File: src/rtl/sram_rd_ctrl_if.sv
// Request, SRAM-side and response signals of the SRAM read controller.
// The slave modport is the controller; the master modport is its environment.
interface sram_rd_ctrl_if #(
    parameter int unsigned ADDR_W  = 10,
    parameter int unsigned WADDR_W = 8
);
    logic               req_valid;
    logic               req_ready;
    logic [ADDR_W-1:0]  req_addr;
    logic [1:0]         req_conf;
    logic               sram_ren;
    logic [WADDR_W-1:0] sram_addr;
    logic [1:0]         mux_conf;
    logic [1:0]         mux_addr;
    logic [31:0]        mux_data;
    logic               rsp_valid;
    logic               rsp_ready;
    logic [31:0]        rsp_data;
    logic               rsp_err;

    modport slave (
        input  req_valid, req_addr, req_conf, mux_data, rsp_ready,
        output req_ready, sram_ren, sram_addr, mux_conf, mux_addr,
               rsp_valid, rsp_data, rsp_err
    );

    modport master (
        output req_valid, req_addr, req_conf, mux_data, rsp_ready,
        input  req_ready, sram_ren, sram_addr, mux_conf, mux_addr,
               rsp_valid, rsp_data, rsp_err
    );
endinterface

File: src/rtl/sram_rd_ctrl.sv
// Read controller for a one-cycle-latency SRAM: splits element addresses into
// word/lane, steers the data-out mux, and queues responses in a 2-entry FIFO.
module sram_rd_ctrl #(
    parameter int unsigned ADDR_W  = 10,
    parameter int unsigned WADDR_W = 8
) (
    input  logic             clk,
    input  logic             rst,
    sram_rd_ctrl_if.slave    bus
);
    localparam int unsigned DATA_W = 32;
    localparam int unsigned DEPTH  = 2;
    localparam int unsigned ENT_W  = DATA_W + 1;

    logic [ADDR_W-1:0]  addr;
    logic [WADDR_W-1:0] word_c;
    logic [1:0]         conf_c;
    logic [1:0]         lane_c;
    logic               err_c;

    logic               inflight;
    logic               infl_err;
    logic [1:0]         mux_conf_q;
    logic [1:0]         mux_addr_q;
    logic [1:0]         cnt;
    logic [1:0]         occ;
    logic               wptr;
    logic               rptr;
    logic [ENT_W-1:0]   mem [DEPTH];

    logic               ready_c;
    logic               accept;
    logic               push;
    logic               pop;

    assign addr = bus.req_addr;

    // Element address -> SRAM word and lane; reserved conf reads a full word
    always_comb begin
        word_c = WADDR_W'(addr);
        conf_c = 2'b00;
        lane_c = 2'b00;
        err_c  = 1'b0;
        case (bus.req_conf)
            2'b01: begin
                word_c = WADDR_W'(addr >> 1);
                conf_c = 2'b01;
                lane_c = {1'b0, addr[0]};
            end
            2'b10: begin
                word_c = WADDR_W'(addr >> 2);
                conf_c = 2'b10;
                lane_c = addr[1:0];
            end
            2'b11: err_c = 1'b1;
            default: ;
        endcase
    end

    // Credits: every accepted read owns a FIFO slot until its response pops
    assign occ     = cnt + {1'b0, inflight};
    assign ready_c = !rst && (occ < 2'd2);
    assign accept  = bus.req_valid && ready_c;
    assign push    = inflight;
    assign pop     = (cnt != 2'd0) && bus.rsp_ready;

    always_ff @(posedge clk) begin
        if (rst) begin
            inflight   <= 1'b0;
            infl_err   <= 1'b0;
            mux_conf_q <= 2'b00;
            mux_addr_q <= 2'b00;
            cnt        <= 2'd0;
            wptr       <= 1'b0;
            rptr       <= 1'b0;
        end else begin
            inflight <= accept;
            if (accept) begin
                infl_err   <= err_c;
                mux_conf_q <= conf_c;
                mux_addr_q <= lane_c;
            end
            if (push) wptr <= ~wptr;
            if (pop)  rptr <= ~rptr;
            case ({push, pop})
                2'b10:   cnt <= cnt + 2'd1;
                2'b01:   cnt <= cnt - 2'd1;
                default: ;
            endcase
        end
    end

    // Response storage; reset gating keeps a late mux_data out of the FIFO
    always_ff @(posedge clk) begin
        if (!rst && push) mem[wptr] <= {infl_err, bus.mux_data};
    end

    assign bus.req_ready = ready_c;
    assign bus.sram_ren  = accept;
    assign bus.sram_addr = word_c;
    assign bus.mux_conf  = mux_conf_q;
    assign bus.mux_addr  = mux_addr_q;
    assign bus.rsp_valid = (cnt != 2'd0);
    assign bus.rsp_data  = mem[rptr][DATA_W-1:0];
    assign bus.rsp_err   = (cnt != 2'd0) && mem[rptr][DATA_W];
endmodule
File: src/flat_wrapper.sv
// flat-port wrapper written by rule: the top's interface ports become plain ports
module sram_rd_ctrl_flat 
#(
    parameter int unsigned ADDR_W  = 10,
    parameter int unsigned WADDR_W = 8
)
  (clk, rst, bus_req_valid, bus_req_addr, bus_req_conf, bus_mux_data, bus_rsp_ready, bus_req_ready, bus_sram_ren, bus_sram_addr, bus_mux_conf, bus_mux_addr, bus_rsp_valid, bus_rsp_data, bus_rsp_err);
  sram_rd_ctrl_if #(.ADDR_W(ADDR_W), .WADDR_W(WADDR_W)) bus_i ();
  input  logic clk;
  input  logic rst;
  input wire logic [$bits(bus_i.req_valid)-1:0] bus_req_valid;
  input wire logic [$bits(bus_i.req_addr)-1:0] bus_req_addr;
  input wire logic [$bits(bus_i.req_conf)-1:0] bus_req_conf;
  input wire logic [$bits(bus_i.mux_data)-1:0] bus_mux_data;
  input wire logic [$bits(bus_i.rsp_ready)-1:0] bus_rsp_ready;
  output wire logic [$bits(bus_i.req_ready)-1:0] bus_req_ready;
  output wire logic [$bits(bus_i.sram_ren)-1:0] bus_sram_ren;
  output wire logic [$bits(bus_i.sram_addr)-1:0] bus_sram_addr;
  output wire logic [$bits(bus_i.mux_conf)-1:0] bus_mux_conf;
  output wire logic [$bits(bus_i.mux_addr)-1:0] bus_mux_addr;
  output wire logic [$bits(bus_i.rsp_valid)-1:0] bus_rsp_valid;
  output wire logic [$bits(bus_i.rsp_data)-1:0] bus_rsp_data;
  output wire logic [$bits(bus_i.rsp_err)-1:0] bus_rsp_err;
  assign bus_i.req_valid = bus_req_valid;
  assign bus_i.req_addr = bus_req_addr;
  assign bus_i.req_conf = bus_req_conf;
  assign bus_i.mux_data = bus_mux_data;
  assign bus_i.rsp_ready = bus_rsp_ready;
  assign bus_req_ready = bus_i.req_ready;
  assign bus_sram_ren = bus_i.sram_ren;
  assign bus_sram_addr = bus_i.sram_addr;
  assign bus_mux_conf = bus_i.mux_conf;
  assign bus_mux_addr = bus_i.mux_addr;
  assign bus_rsp_valid = bus_i.rsp_valid;
  assign bus_rsp_data = bus_i.rsp_data;
  assign bus_rsp_err = bus_i.rsp_err;
  sram_rd_ctrl #(.ADDR_W(ADDR_W), .WADDR_W(WADDR_W)) u_core (.clk(clk), .rst(rst), .bus(bus_i));
endmodule
File: config.mk
export PLATFORM = sky130hd
export DESIGN_NAME = sram_rd_ctrl_flat
export DESIGN_NICKNAME = d
export VERILOG_FILES = /design/src/rtl/sram_rd_ctrl_if.sv /design/src/rtl/sram_rd_ctrl.sv /design/src/flat_wrapper.sv
export SDC_FILE = /design/constraint.sdc
export NUM_CORES = 1
export LEC_CHECK = 0
export CORE_ASPECT_RATIO = 0.9
export CORE_MARGIN = 4
export CORE_UTILIZATION = 46
export CTS_BUF_LIST = sky130_fd_sc_hd__clkbuf_4 sky130_fd_sc_hd__clkbuf_8 sky130_fd_sc_hd__clkbuf_16
export CTS_CLUSTER_SIZE = 40
export DETAILED_ROUTE_END_ITERATION = 10
export PLACE_DENSITY = 0.77
export SLEW_MARGIN = 20
export SYNTH_ARGS = -nofsm -noshare
export SYNTH_HDL_FRONTEND = slang
export SYNTH_SLANG_ARGS = --single-unit
File: constraint.sdc
create_clock -name clk -period 5.6 [get_ports clk]
set_clock_uncertainty 0.2 [all_clocks]
set_input_delay 1.68 -clock clk [delete_from_list [all_inputs] [get_ports clk]]
set_output_delay 1.68 -clock clk [all_outputs]
set_load 0.02 [all_outputs]
==> impl_metrics.ini, run 1 <==
[status]
outcome = complete, no violations

[layout]
drive_gt1_share_pct = 18.5
final_nets = 347
antenna_cells = 0
fin_util_pct = 65.9
area_growth_pct = 40.0
fill_cells = 493
finalNonFillerCells = 388

[critical_path]
cp-end-kind = output port
cp_cell_sequence = clkdlybuf4s50_1, inv_1, ha_2, nand2_1, o21ai_0, clkdlybuf4s50_1
r2r-end = u_core.mem[0][31]$_DFFE_PP_
cp-start-kind = primary input
cp_common_cell = clkdlybuf4s50_1
reg2regPathDepth = 3
cp_top_family = buffers and inverters
r2r_slack_ns = 3.60
r2r-start = u_core.inflight$_SDFF_PP0_
max_stage_delay_ns = 0.63
startpoint = bus_req_conf[0]
cp.arrival_ns = 3.57
critPathRequiredTime_ns = 3.72
path_class = primary input to output port
critPathBufInv = 3
endpoint = bus_sram_addr[5]
cp.depth = 6
cp_max_fo = 17
cpMaxStageDelayCell = clkdlybuf4s50_1

[sta]
max_clock_freq_ghz = 0.183
max_slew_margin_pct = 48.7
rsz0062_at_grt = no
tns_ns = 0
fin_ws_ns = 0.146
hold_violations = 0
min_period_ns = 5.45
tightest_slew_ns = 0.770
final-setup-viol-count = 0
min_period_over_period_pct = 97.4
finalMaxSlewViolations = 0

[cts]
clock_latency_ns = 0.33
cts_tree = yes
cts-hold-fix-buffers = 0
cts_sinks = 77
cts.path.max_buffers = 2
cts_setup_buffers = 0
htreeDepth = 3
cts_resized = 0
path_clk_slew_ns = 0.07
clockRootBuffer = clkbuf_8
cts_inserted_buffers = 9

[synth]
ys.flop_type = edfxtp_1
synth_top_area_share_pct = 64.3
synth_nets = 248
syn_area_per_cell_um2 = 15.9
async_flop_share_pct = 0
synthCells = 194
yosysUniqueCellTypes = 25
synth_seq_area_share_pct = 71.5
synthTopCellsByArea = edfxtp_1 64%, mux2_2 12%, dfxtp_1 7.1%
synth_edf_count = 66
netlist_area_um2 = 3080
synth_top_area_cell = edfxtp_1
yosysWarnings = 0
ys_seq_elements = 77

[placed_design]
dp_cells = 372
hpwl_mm = 4.06
port_buffers = 95
dp_slack_ns = 0.0562
place.gp.congestion = 0.763

[die]
initial_utilization_pct = 47.0
top_level_ports = 96
coreArea_um2 = 6550
num_rows = 28
die-area_um2 = 8070
die_width_um = 94.3
die_h_um = 85.7

[route]
wl_per_cell_um = 15.0
routed_via_density = 4.97
drtIter0Drc = 87
first_pass_iters = 4
drc = 0
drt_wl_total_mm = 5.83
ant_nets = 0
vias = 1927

[grt]
first_global_vias = 1979
grt-ovfl-total = 0
grt_antenna_before_repair = 0
grt_max_degree = 34
grtUsageTotal_pct = 15.3
grt_pass1_wl_mm = 9.22

[job]
maxCapViolations = 0

[power_and_ir_drop]
max-vdd-ir-drop_mv = 0.159
cellPowerDensity_nw_per_um2 = 362
p_leak_nw = 1.49
total_power_mw = 1.56

[worst_hold_path]
min_path_type = flop to flop
-- through the flow --
step | hold WS [ns] | instance area (um^2)
5_1_grt | 0.298 | 4310
3_3_place_gp | 0.247 | 4120
4_1_cts | 0.278 | 4310
2_1_floorplan | 0.220 | 3080
6_report | 0.283 | 4310
3_5_place_dp | 0.261 | 4120
-- how the worst min path moves through the flow --
stage / from / endpoint / cells past startpoint
2_1_floorplan: u_core.infl_err$_SDFFE_PP0P_ / u_core.mem[0][32]$_DFFE_PP_ / 0
3_3_place_gp: u_core.infl_err$_SDFFE_PP0P_ / u_core.mem[0][32]$_DFFE_PP_ / 0
3_5_place_dp: u_core.infl_err$_SDFFE_PP0P_ / u_core.mem[0][32]$_DFFE_PP_ / 0
4_1_cts: u_core.infl_err$_SDFFE_PP0P_ / u_core.mem[1][32]$_DFFE_PP_ / 0
5_1_grt: u_core.infl_err$_SDFFE_PP0P_ / u_core.mem[0][32]$_DFFE_PP_ / 0
6_report: u_core.infl_err$_SDFFE_PP0P_ / u_core.mem[1][32]$_DFFE_PP_ / 0
-- cell type report --
type                    count  area [um^2]  area share (%)
flip-flops and latches     77         2200            51.0
clock buffers              11          139            3.22
repair buffers             98          973            22.6
clock inverters             5         51.3            1.19
well taps                  90          113            2.61
multi-input cells          95          791            18.3
inverters                  12         45.0            1.04
-- worst register-to-register path: cells and delay by family (launching register included) --
kind,cells,cell delay [ns]
buffers and inverters,2,0.55
flip-flops,1,0.40
AND/OR/NAND/NOR,1,0.52
-- layer usage --
layer / vias to the layer above / track usage (%) / share of wire (%)
li1: 926 / - / -
met2: 77 / 24.3 / 48
met3: 6 / 6.05 / 11
met4: 0 / 7.48 / 1.4
met5: - / 0 / 0
met1: 918 / 18.1 / 40
-- flip-flops by register name, indices dropped and copies added (netlist names), named ones only --
name,count
u_core.bus.mux_addr,2
u_core.bus.mux_conf,2
u_core.cnt,2
u_core.infl_err,1
u_core.inflight,1
u_core.mem,66
u_core.rptr,1
u_core.wptr,1
-- layout by cell type, fill, tap and decap left out, drive strengths merged, types with 2 or more instances in the layout --
cell,netlist,layout
nor2,6,6
o311ai,5,5
mux2,32,32
a22oi,8,8
inv,12,12
nor3,2,2
buf,2,3
dfxtp,11,11
clkdlybuf4s50,0,95
clkinv,0,3
nand2,9,9
xnor2,3,3
edfxtp,66,66
ha,6,6
o21ai,14,14
clkbuf,8,11
-- Yosys cell counts (all sizes together), types with 2 or more instances --
cell and number:
nand2 9, dfxtp 11, clkbuf 8, ha 6
mux2 32, xnor2 3, edfxtp 66, inv 12
nor3 2, o311ai 5, nor2 6, a22oi 8
o21ai 14, buf 2
-- logic make-up after synthesis --
family | after synthesis | synth area share, %
mux | 33 | 12.0
simple gates | 21 | 3.25
xor+xnor | 4 | 1.14
fa+ha+maj | 6 | 2.44
buf+inv | 22 | 3.17
compound gates | 31 | 6.54
flops | 77 | 71.5
-- power by group --
group | internal, mW | switching (mW) | leakage (nW)
registers | 0.662 | 0.0311 | 0.689
logic | 0.250 | 0.221 | 0.706
clock network | 0.213 | 0.182 | 0.0976
Note: power is estimated with default switching activity, not from simulation.
==> run 2: changes to the inputs <==
RECOVER_POWER = 25   (was unset)
==> run 2 against run 1 <==
  * Via count fell by 0.57%
  * Combinational power about the same
  * Wire length stayed put
  * Critical path depth unchanged
  * Hold slack is the same
  * Clock power is essentially flat
  * Critical endpoint unchanged
  * Largest cell class unchanged
==> impl_metrics.ini, run 2 (same netlist as run 1, synthesis figures left out) <==
[critical_path]
cp_max_fo = 17
cp_cell_sequence = clkdlybuf4s50_1, inv_1, ha_2, nand2_1, o21ai_0, clkdlybuf4s50_1
reg2regPathDepth = 3
startpoint = bus_req_conf[0]
r2r_slack_ns = 3.59
cp-start-kind = primary input
cp-end-kind = output port
cp_common_cell = clkdlybuf4s50_1
path_class = primary input to output port
r2r-start = u_core.inflight$_SDFF_PP0_
endpoint = bus_sram_addr[5]
max_stage_delay_ns = 0.63
critPathRequiredTime_ns = 3.72
r2r-end = u_core.mem[0][0]$_DFFE_PP_
cpMaxStageDelayCell = clkdlybuf4s50_1
cp.arrival_ns = 3.57

[power_and_ir_drop]
clkPwrFrac_pct = 25.3
p_sw_mw = 0.434
total_power_mw = 1.56
switching_share_pct = 27.9
seqPwrFrac_pct = 44.5
pwr-share-comb_pct = 30.1
p_leak_nw = 1.50
max-vdd-ir-drop_mv = 0.159
intPower_mw = 1.12
cellPowerDensity_nw_per_um2 = 360

[sta]
final-setup-viol-count = 0
min_period_over_period_pct = 97.4
max_clock_freq_ghz = 0.183
rsz0062_at_grt = no
min_period_ns = 5.45
fin_ws_ns = 0.146
max_slew_margin_pct = 48.4
tightest_slew_ns = 0.775
hold_violations = 0
finalMaxSlewViolations = 0
tns_ns = 0

[status]
outcome = complete, no violations

[die]
top_level_ports = 96
die-area_um2 = 8070
num_rows = 28
die_h_um = 85.7
die_width_um = 94.3
coreArea_um2 = 6550
initial_utilization_pct = 47.0

[grt]
grt_pass1_wl_mm = 9.22
grtUsageTotal_pct = 15.3
first_global_vias = 1979
grt_antenna_before_repair = 0
grt_max_degree = 34
grt-ovfl-total = 0

[cts]
cts_tree = yes
clockRootBuffer = clkbuf_8
cts.path.max_buffers = 2
cts_inserted_buffers = 9
cts_sinks = 77
path_clk_slew_ns = 0.07
clock_latency_ns = 0.33
htreeDepth = 3

[route]
routed_via_density = 4.93
drc = 0
wl_per_cell_um = 15.0
ant_nets = 0
first_pass_iters = 4
drt_wl_total_mm = 5.83
drtIter0Drc = 86
vias = 1916

[layout]
regMostFlops = u_core.mem
final_cell_mix = 71 x clkdlybuf4s50_1, 66 x edfxtp_1, 32 x mux2_2
fill_cells = 494
final_nets = 347
multi_input_area_um2 = 791
fin_util_pct = 65.9
finalNonFillerCells = 389
largest_reg_flops = 66
final_common_cell = clkdlybuf4s50_1
seq_area_um2 = 2200
drive_gt1_share_pct = 18.5
area_growth_pct = 40.1

[placed_design]
dp_cells = 372
dp_slack_ns = 0.0562
port_buffers = 95
place.gp.congestion = 0.763
hpwl_mm = 4.06

[job]
maxCapViolations = 0

[worst_hold_path]
min_path_type = flop to flop
[run 2: critical path: cells and delay by family]
family | cells | cell delay (ns)
buf+inv | 3 | 1.25
fa+ha+maj | 1 | 0.46
compound gates | 1 | 0.09
simple gates | 1 | 0.08
[run 2: worst min-delay path by stage]
stage                            startpoint                     endpoint  slack (ns)  depth (start not counted)
3_3_place_gp   u_core.infl_err$_SDFFE_PP0P_  u_core.mem[0][32]$_DFFE_PP_        0.25                          0
4_1_cts        u_core.infl_err$_SDFFE_PP0P_  u_core.mem[1][32]$_DFFE_PP_        0.28                          0
2_1_floorplan  u_core.infl_err$_SDFFE_PP0P_  u_core.mem[0][32]$_DFFE_PP_        0.22                          0
6_report       u_core.infl_err$_SDFFE_PP0P_  u_core.mem[1][32]$_DFFE_PP_        0.28                          0
3_5_place_dp   u_core.infl_err$_SDFFE_PP0P_  u_core.mem[0][32]$_DFFE_PP_        0.26                          0
5_1_grt        u_core.infl_err$_SDFFE_PP0P_  u_core.mem[0][32]$_DFFE_PP_        0.30                          0
[run 2: final cells by class]
| class | instances | share of cell area, % |
|---|---|---|
| Clock inverter | 5 | 1.19 |
| Multi-Input combinational cell | 95 | 18.3 |
| Clock buffer | 11 | 3.22 |
| Antenna cell | 1 | 0.0580 |
| Sequential cell | 77 | 51.0 |
| Timing Repair Buffer | 98 | 22.6 |
| Inverter | 12 | 1.04 |
| Tap cell | 90 | 2.61 |
[run 2: what timing repair did]
action                                  4_1_cts  5_1_grt
gates resized for setup                       0        1
endpoints found under the setup margin        0        8
buffers inserted                              0        0
hold buffers                                  0        0
[run 2: power groups by stage]
stage,logic (mW),clock network (mW),registers [mW]
after floorplan,0.280,0,0.692
after global placement,0.471,0,0.705
after detailed placement,0.474,0,0.706
after CTS,0.478,0.409,0.694
after global routing,0.500,0.442,0.697
final,0.469,0.394,0.693
[run 2: stage by stage]
stage / hold slack [ns] / area (um^2)
final: 0.283 / 4320
after global routing: 0.298 / 4310
after CTS: 0.278 / 4310
after detailed placement: 0.261 / 4120
after global placement: 0.247 / 4120
after floorplan: 0.220 / 3080
[run 2: layer usage]
metal  track usage [%]  wire length, um
met4              7.48               79
met3              6.05              624
met1              18.1             2390
met5                 0                0
met2              24.3             2740
